<file path="src/rtl/truth_table_scanner_if.sv">
// Bundles the start/result handshake and the A-D / F exercise-circuit wiring.
// The slave side is the scanner; the master side drives start and the circuit output F.
interface truth_table_scanner_if;
  logic        start;
  logic        F;
  logic        A;
  logic        B;
  logic        C;
  logic        D;
  logic        busy;
  logic        done;
  logic        pass;
  logic [15:0] tt;
  logic [4:0]  mismatch_count;
  logic [3:0]  first_fail;
  logic        fail_valid;

  modport master (
    output start, F,
    input  A, B, C, D, busy, done, pass, tt, mismatch_count, first_fail, fail_valid
  );

  modport slave (
    input  start, F,
    output A, B, C, D, busy, done, pass, tt, mismatch_count, first_fail, fail_valid
  );
endinterface

</file>
<file path="src/rtl/truth_table_scanner.sv">
// Sweeps all 16 {A,B,C,D} vectors, samples F after SETTLE cycles per vector,
// and compares the captured truth table against the EXPECTED mask.
module truth_table_scanner #(
  parameter int unsigned SETTLE   = 1,
  parameter logic [15:0] EXPECTED = 16'h0DD0
) (
  input  logic                  clk,
  input  logic                  rst,
  truth_table_scanner_if.slave  bus
);

  typedef enum logic [1:0] {IDLE, APPLY, DONE} state_t;

  localparam logic [3:0] LAST_CNT = 4'(SETTLE - 1);

  state_t      state, state_next;
  logic [3:0]  idx, idx_next;
  logic [3:0]  cnt, cnt_next;
  logic [15:0] tt, tt_next;
  logic [4:0]  mc, mc_next;
  logic [3:0]  ff, ff_next;
  logic        fv, fv_next;
  logic        pass, pass_next;

  always_ff @(posedge clk) begin
    if (rst) begin
      state <= IDLE;
      idx   <= '0;
      cnt   <= '0;
      tt    <= '0;
      mc    <= '0;
      ff    <= '0;
      fv    <= 1'b0;
      pass  <= 1'b0;
    end else begin
      state <= state_next;
      idx   <= idx_next;
      cnt   <= cnt_next;
      tt    <= tt_next;
      mc    <= mc_next;
      ff    <= ff_next;
      fv    <= fv_next;
      pass  <= pass_next;
    end
  end

  always_comb begin
    state_next = state;
    idx_next   = idx;
    cnt_next   = cnt;
    tt_next    = tt;
    mc_next    = mc;
    ff_next    = ff;
    fv_next    = fv;
    pass_next  = pass;
    case (state)
      IDLE, DONE: begin
        // A start from DONE is a rescan and discards the previous results.
        if (bus.start) begin
          state_next = APPLY;
          idx_next   = '0;
          cnt_next   = '0;
          tt_next    = '0;
          mc_next    = '0;
          ff_next    = '0;
          fv_next    = 1'b0;
          pass_next  = 1'b0;
        end
      end
      APPLY: begin
        if (cnt != LAST_CNT) begin
          cnt_next = cnt + 4'd1;
        end else begin
          tt_next[idx] = bus.F;
          if (bus.F != EXPECTED[idx]) begin
            mc_next = mc + 5'd1;
            if (!fv) begin
              ff_next = idx;
              fv_next = 1'b1;
            end
          end
          cnt_next = '0;
          // pass must see the bit captured on this final edge, hence tt_next.
          if (idx == 4'd15) begin
            state_next = DONE;
            pass_next  = (tt_next == EXPECTED);
          end else begin
            idx_next = idx + 4'd1;
          end
        end
      end
      default: state_next = IDLE;
    endcase
  end

  assign bus.A              = (state == APPLY) ? idx[3] : 1'b0;
  assign bus.B              = (state == APPLY) ? idx[2] : 1'b0;
  assign bus.C              = (state == APPLY) ? idx[1] : 1'b0;
  assign bus.D              = (state == APPLY) ? idx[0] : 1'b0;
  assign bus.busy           = (state == APPLY);
  assign bus.done           = (state == DONE);
  assign bus.pass           = pass;
  assign bus.tt             = tt;
  assign bus.mismatch_count = mc;
  assign bus.first_fail     = ff;
  assign bus.fail_valid     = fv;

endmodule

</file>
<file path="src/flat_wrapper.sv">
// flat-port wrapper written by rule: the top's interface ports become plain ports
module truth_table_scanner_flat 
#(
  parameter int unsigned SETTLE   = 1,
  parameter logic [15:0] EXPECTED = 16'h0DD0
)
  (clk, rst, bus_start, bus_F, bus_A, bus_B, bus_C, bus_D, bus_busy, bus_done, bus_pass, bus_tt, bus_mismatch_count, bus_first_fail, bus_fail_valid);
  truth_table_scanner_if bus_i ();
  input  logic clk;
  input  logic rst;
  input wire logic [$bits(bus_i.start)-1:0] bus_start;
  input wire logic [$bits(bus_i.F)-1:0] bus_F;
  output wire logic [$bits(bus_i.A)-1:0] bus_A;
  output wire logic [$bits(bus_i.B)-1:0] bus_B;
  output wire logic [$bits(bus_i.C)-1:0] bus_C;
  output wire logic [$bits(bus_i.D)-1:0] bus_D;
  output wire logic [$bits(bus_i.busy)-1:0] bus_busy;
  output wire logic [$bits(bus_i.done)-1:0] bus_done;
  output wire logic [$bits(bus_i.pass)-1:0] bus_pass;
  output wire logic [$bits(bus_i.tt)-1:0] bus_tt;
  output wire logic [$bits(bus_i.mismatch_count)-1:0] bus_mismatch_count;
  output wire logic [$bits(bus_i.first_fail)-1:0] bus_first_fail;
  output wire logic [$bits(bus_i.fail_valid)-1:0] bus_fail_valid;
  assign bus_i.start = bus_start;
  assign bus_i.F = bus_F;
  assign bus_A = bus_i.A;
  assign bus_B = bus_i.B;
  assign bus_C = bus_i.C;
  assign bus_D = bus_i.D;
  assign bus_busy = bus_i.busy;
  assign bus_done = bus_i.done;
  assign bus_pass = bus_i.pass;
  assign bus_tt = bus_i.tt;
  assign bus_mismatch_count = bus_i.mismatch_count;
  assign bus_first_fail = bus_i.first_fail;
  assign bus_fail_valid = bus_i.fail_valid;
  truth_table_scanner #(.SETTLE(SETTLE), .EXPECTED(EXPECTED)) u_core (.clk(clk), .rst(rst), .bus(bus_i));
endmodule
</file>
<file path="config.mk">
export PLATFORM = sky130hd
export DESIGN_NAME = truth_table_scanner_flat
export DESIGN_NICKNAME = d
export VERILOG_FILES = /design/src/rtl/truth_table_scanner_if.sv /design/src/rtl/truth_table_scanner.sv /design/src/flat_wrapper.sv
export SDC_FILE = /design/constraint.sdc
export NUM_CORES = 1
export LEC_CHECK = 0
export BUFFER_PORTS_ARGS = -buffer_cell sky130_fd_sc_hd__buf_2
export CORE_ASPECT_RATIO = 0.5
export CORE_UTILIZATION = 56
export CTS_CLUSTER_DIAMETER = 50
export CTS_CLUSTER_SIZE = 28
export DETAILED_ROUTE_END_ITERATION = 8
export PLACE_DENSITY = 0.87
export SLEW_MARGIN = 10
export SYNTH_ARGS = -nofsm -noshare
export SYNTH_HDL_FRONTEND = slang
export SYNTH_SLANG_ARGS = --single-unit
</file>
<file path="constraint.sdc">
create_clock -name clk -period 2.3 [get_ports clk]
set_clock_uncertainty 0.15 [all_clocks]
set_input_delay 0.115 -clock clk [delete_from_list [all_inputs] [get_ports clk]]
set_output_delay 0.115 -clock clk [all_outputs]
set_load 0.03 [all_outputs]
</file>
==> results of run 1 <==
final timing paths:
path	slack, ps	end	start	depth (start not counted)
min reg2reg	320	u_core.bus.mismatch_count[4]	u_core.bus.mismatch_count[4]	1
min	70	u_core.state[1]	bus_start	4
max reg2reg	50	flop	u_core.cnt[0]	7
max	50	flop	u_core.cnt[0]	7
cell type report:
| type | instances | area share |
|---|---|---|
| multi-input cells | 214 | 0.5190 |
| clock buffers | 7 | 0.03009 |
| repair buffers | 49 | 0.1095 |
| well taps | 51 | 0.02516 |
| inverters | 11 | 0.01628 |
| flip-flops and latches | 38 | 0.3000 |
critical path, stage by stage, from the launching register on:
cell and delay [ps]:
dfxtp_1 350, inv_1 80, ha_1 150, or3b_1 390
buf_4 200, nor2_4 180, a31oi_1 210, a2111oi_4 430
per-layer routing:
| layer | up-vias | GRT usage | wire [um] |
|---|---|---|---|
| met5 | - | 0 | 0 |
| met4 | 0 | 0.1238 | 95 |
| met2 | 105 | 0.4970 | 2712 |
| met3 | 12 | 0.08152 | 521 |
| li1 | 1088 | - | - |
| met1 | 1054 | 0.3658 | 2495 |
power groups by stage:
| stage | Clock (mW) | Sequential [mW] | Combinational, mW |
|---|---|---|---|
| 3_3_place_gp | 0 | 0.693 | 0.153 |
| 5_1_grt | 0.471 | 0.680 | 0.188 |
| 4_1_cts | 0.443 | 0.678 | 0.164 |
| 3_5_place_dp | 0 | 0.693 | 0.158 |
| 6_report | 0.440 | 0.679 | 0.172 |
| 2_1_floorplan | 0 | 0.697 | 0.109 |
placed cells by master, fill, tap and decap left out, types with 3 or more instances in the layout:
cell type and count:
nand3_1 12, nand3b_1 3, nor2b_1 7, mux2_2 3, o22ai_1 3, buf_2 36
nand2_1 19, nand4_1 4, ha_1 5, buf_4 13, a31oi_1 4, o21ai_0 38
a22oi_1 7, clkbuf_8 5, nor2_1 23, inv_1 11, nor3_1 10, nand2b_1 6
a21oi_1 30, dfxtp_1 38
cells by family (layout without fill, tap and decap cells):
logic type | Yosys count | after routing | share of synthesized area
buf+inv | 29 | 67 | 0.05995
flops | 38 | 38 | 0.3539
mux | 4 | 4 | 0.02037
xor+xnor | 3 | 3 | 0.01223
fa+ha+maj | 7 | 7 | 0.04074
compound gates | 99 | 99 | 0.2730
simple gates | 101 | 101 | 0.2398
state kept, by name (all words and copies together) (netlist names), named ones only:
register,count
u_core.bus.first_fail,4
u_core.idx,4
u_core.bus.mismatch_count,5
u_core.bus.tt,16
u_core.bus.pass,1
u_core.cnt,4
u_core.state,2
u_core.bus.fail_valid,1
metrics by stage:
step | hold WS, ps | setup WS, ps
floorplan | 48.81 | 189.1
global placement | 305.6 | -16.73
detailed placement | 311.4 | -178.4
CTS | 57.86 | -85.74
global route | 100.9 | -30.59
finish | 66.83 | 47.47
repair_timing:
| item | CTS | global route |
|---|---|---|
| hold buffers | 0 | 0 |
| gates resized for setup | 4 | 7 |
| endpoints found under the setup margin | 3 | 13 |
| pin swaps | 0 | 2 |
==> results by group, run 1 <==
Outcome
  • Outcome: complete, no violations

Layout
  • Post-Layout Cell Count: 370
  • Synthesis-to-layout area growth: 17.99%
  • ANT cells: 0
  • Design area: 2536 um2
  • Sequential Area: 760.7 um2
  • Number of filler cells placed in the layout: 281
  • Multi-input gate area: 1316 um2
  • Layout cells sized above 1: 0.2257
  • Layout Nets: 330
  • Final core occ: 0.7150

Synthesis
  • Cell area after synthesis: 2150 um2
  • EDFF count, synth: 0
  • Asr flop ratio synth: 0
  • Dominant synthesized flop cell: dfxtp_1
  • Synth area leaders: dfxtp_1 35%, o21ai_0 8.8%, a21oi_1 7.0%, nor2_1 4.4%, ha_1 4.1%
  • Synth warn: 0
  • Synthesized Nets: 292
  • Post-synth top area cell: dfxtp_1
  • Seq/Total Area, Yosys: 0.3539
  • Synth Instances: 281
  • Syn_area_per_cell: 7.650 um2
  • Post-synth top cells: 38 x dfxtp_1, 38 x o21ai_0, 30 x a21oi_1
  • Area share of the largest cell type after synthesis: 0.3539
  • FF+latch count, synth: 38
  • Distinct cells, synth: 49

Floorplanning
  • I/O Pins: 37
  • Core Region: 3547 um2
  • Die Wd: 89.62 um
  • Starting Density: 0.6060
  • Num rows: 15
  • Die height: 45.81 um
  • Die Area: 4105 um2

Routing
  • DR DRC count: 0
  • Routed len/inst: 15.74 um
  • Drt first pass iters: 6
  • DRT iter0 DRCs: 131
  • Post-Route WL: 5.824 mm
  • Avg Vias per Cell: 6.105
  • Remaining antenna violation count after routing: 0
  • Via count: 2259

STA
  • Setup TNS: 0 ps
  • Slew @ Worst Pin: 659.9 ps
  • Final hold violation count: 0
  • Final Critical Period: 2253 ps
  • # setup viols final: 0
  • Number of max-slew violations in the final report: 0
  • Rel. slew slack: 0.5595
  • FMAX: 443.9 MHz
  • RSZ-0062 raised after global routing: yes
  • Fin crit share: 0.9794

Placed design
  • GP Congestion: 0.9152
  • Post-DP HPWL: 4.079 mm
  • Post-Place Cells: 363
  • Cell area after placement: 2404 um2
  • Port buffer count: 36

Pwr
  • P per Cell Area: 509.3 nW/um2
  • Sequential share of power: 0.526
  • Pleak: 1.017 nW
  • Clock Power Share: 0.341
  • Int Pwr: 928.2 uW
  • Final Power: 1.292 mW
  • Combinational Power Share: 0.133
  • Maximum VDD drop: 0.3706 mV
  • Switching power summed over all nets: 363.5 uW
  • Sw frac: 0.2814

Clock tree
  • Root Driver: clkbuf_8
  • Clock sinks: 38
  • Skew-Pair Late Insertion Delay: 290 ps
  • CTS Buffer Depth: 2
  • CTS Buf Count: 5
  • Post-CTS Setup Bufs: 0
  • H-Tree Level Count: 2
  • Clock Pin Slew Worst Setup and Hold Paths: 70 ps
  • CTS tree: yes

Global routing
  • First-pass GRT wire length: 9.059 mm
  • GRT Util Overall: 0.2964
  • Initial antenna violation count: 0
  • Vias in the first global route: 1996
  • Grt ovf: 0
  • Largest net degree at the start of global routing: 23

Hold path
  • HP Class: primary input to flop

Flow run
  • MaxCap Viol Count: 0

Worst setup path
  • Critical Path RT: 2330 ps
  • CP max FO: 8
  • Critical setup path kind: flop to flop
  • CP Capture Type: flop
  • CP Data Arrival Time: 2280 ps
  • CP Launch Type: flop
(Power assumes the default switching activity.)
==> inputs of run 2 (changes only) <==
--- a/config.mk
+++ b/config.mk
@@ -7,11 +7,11 @@
 export LEC_CHECK = 0
 export BUFFER_PORTS_ARGS = -buffer_cell sky130_fd_sc_hd__buf_2
 export CORE_ASPECT_RATIO = 0.5
-export CORE_UTILIZATION = 56
+export CORE_UTILIZATION = 27
 export CTS_CLUSTER_DIAMETER = 50
 export CTS_CLUSTER_SIZE = 28
 export DETAILED_ROUTE_END_ITERATION = 8
-export PLACE_DENSITY = 0.87
+export PLACE_DENSITY = 0.51
 export SLEW_MARGIN = 10
 export SYNTH_ARGS = -nofsm -noshare
 export SYNTH_HDL_FRONTEND = slang
==> constraint.sdc (replaced) <==
create_clock -name clk -period 2.1 [get_ports clk]
set_clock_uncertainty 0.15 [all_clocks]
set_input_delay 0.105 -clock clk [delete_from_list [all_inputs] [get_ports clk]]
set_output_delay 0.105 -clock clk [all_outputs]
set_load 0.03 [all_outputs]
==> run 2 against run 1 <==
Against the previous run: register-to-register slack about the same; non-clock buffer count increased by 22; global-route usage decreased by 14 points; highest routed layer unchanged.
==> results by group, run 2 (synthesized netlist as in run 1, its figures left out) <==
STA
  • Rel. slew slack: 0.6554
  • FMAX: 485.3 MHz
  • RSZ-0062 raised after global routing: yes
  • Number of max-slew violations in the final report: 0
  • Fin crit share: 0.9812
  • Final Critical Period: 2061 ps
  • Slew @ Worst Pin: 516.4 ps
  • Final hold violation count: 0
  • # setup viols final: 0

Worst setup path
  • Slowest Stage Delay on Critical Path: 390 ps
  • Critical-path cell list: inv_2, ha_4, or3b_4, buf_6, o21ai_4, a32o_1, nor3_2, a2111oi_2
  • CP Data Arrival Time: 2080 ps
  • CP max FO: 5
  • CP Capture Type: flop
  • R2R Setup Slk: 40 ps
  • Crit path max-delay cell type: or3b_4
  • Top delay family on crit path: compound AO/OA/AOI/OAI gates
  • Critical setup path kind: flop to flop
  • CP Launch Type: flop
  • Critical Path RT: 2120 ps
  • Worst path bufs/invs: 2
  • R2r startpoint: u_core.cnt[1]
  • FF-to-FF path depth: 8

Layout
  • Commonest non-fill, non-tap cells in the layout: 37 x dfxtp_1, 36 x o21ai_0, 36 x buf_2
  • Layout Nets: 352
  • Layout cells sized above 1: 0.3099
  • Design area: 2908 um2
  • Largest Register: u_core.bus.tt
  • Largest register FFs: 16
  • Most common cell after layout, fill and taps aside: dfxtp_1
  • Number of filler cells placed in the layout: 789
  • ANT cells: 0
  • Synthesis-to-layout area growth: 35.27%

Routing
  • Post-Route WL: 6.380 mm
  • Via count: 2254
  • DR DRC count: 0
  • Remaining antenna violation count after routing: 0
  • Routed len/inst: 14.18 um
  • DRT iter0 DRCs: 161
  • Avg Vias per Cell: 5.009
  • Drt first pass iters: 4

Pwr
  • Maximum VDD drop: 0.3075 mV
  • Pleak: 1.182 nW
  • Final Power: 1.794 mW
  • P per Cell Area: 616.9 nW/um2

Clock tree
  • Clock sinks: 38
  • CTS tree: yes
  • Root Driver: clkbuf_16
  • CTS Buf Count: 5
  • CTS Buffer Depth: 2
  • Skew-Pair Late Insertion Delay: 280 ps
  • Clock Pin Slew Worst Setup and Hold Paths: 60 ps
  • H-Tree Level Count: 2
  • Cts hold-fix bufs: 0

Global routing
  • Largest net degree at the start of global routing: 23
  • Grt ovf: 0
  • Initial antenna violation count: 0
  • GRT Util Overall: 0.1613
  • First-pass GRT wire length: 10.54 mm
  • Vias in the first global route: 2092

Placed design
  • Post-DP HPWL: 4.691 mm
  • Port buffer count: 36
  • Cell area after placement: 2633 um2
  • GP Congestion: 0.8444

Hold path
  • Worst Hold Endpoint: u_core.state[1]
  • Hold path start: bus_start
  • HP Class: primary input to flop
  • Worst hold path cell count: 4

Floorplanning
  • Core Region: 7515 um2
  • Die Wd: 128.2 um
  • Starting Density: 0.2860
  • Num rows: 22
  • Die height: 65.10 um
  • I/O Pins: 37
  • Die Area: 8344 um2

Flow run
  • MaxCap Viol Count: 0

Outcome
  • Outcome: complete, no violations
[run 2: changes by cell type in the layout (fill, tap and decap cells not counted), moves of 2 or more]
cell	change
buf_4	+19
inv_1	-2
o21ai_0	-2
buf_6	+3
clkbuf_1	-2
clkbuf_8	-2
clkbuf_16	+5
o21ai_1	+2
inv_2	+2
[run 2: repair_timing]
action / in CTS / in global routing
pin swaps: 0 / 7
setup endpoints to repair: 20 / 26
gates resized for setup: 6 / 21
buffers inserted: 0 / 1
hold endpoints to repair: 0 / 0
[run 2: worst max-delay path by stage]
| stage | to | cells after the start | slack (ps) | from |
|---|---|---|---|---|
| 2_1_floorplan | u_core.bus.pass | 9 | -10 | u_core.cnt[0] |
| 3_3_place_gp | flop | 8 | -110 | u_core.cnt[0] |
| 3_5_place_dp | flop | 8 | -160 | u_core.cnt[0] |
| 4_1_cts | flop | 7 | -50 | u_core.cnt[0] |
| 5_1_grt | flop | 8 | -60 | u_core.cnt[1] |
| 6_report | flop | 8 | 40 | u_core.cnt[1] |
[run 2: worst reg2reg max path: cells and delay by family, from the launching register on]
family,cells,cell delay (ps)
compound gates,3,710
simple gates,2,440
buf+inv,2,210
flops,1,320
fa+ha+maj,1,120
[run 2: through the flow]
stage | worst slack [ps] | setup TNS, ps | util | std cells | hold WS (ps)
after floorplan | -9.962 | -9.962 | - | 281 | 38.81
after global placement | -111.6 | -619.5 | 0.3503 | 441 | 310.3
after detailed placement | -158.1 | -707.5 | 0.3503 | 441 | 303.6
after CTS | -46.07 | -49.15 | 0.3760 | 449 | 49.44
after global routing | -62.54 | -124.3 | 0.3869 | 450 | 95.35
final | 39.40 | 0 | 0.3869 | 450 | 43.43
[run 2: area by class of cell]
type	instances	area (um2)	share of cell area
clock buffer	8	166.4	0.05723
inverter	11	41.29	0.01420
multi-input combinational	214	1349	0.4639
sequential	38	762.0	0.2620
tap	108	135.1	0.04647
timing repair buffer	71	454.2	0.1562
[run 2: per-layer routing]
layer / wire length [um] / GRT usage / up-vias
met5: 0 / 0 / -
met4: 82 / 0.05294 / 0
li1: - / - / 1129
met2: 2802 / 0.2480 / 47
met1: 3171 / 0.2209 / 1071
met3: 324 / 0.03990 / 7
[run 2: power by group]
part           leakage (nW)  switching, mW  internal, mW
Combinational         0.792          0.140        0.0840
Clock                0.0832          0.293         0.538
Sequential            0.307        0.00965         0.730
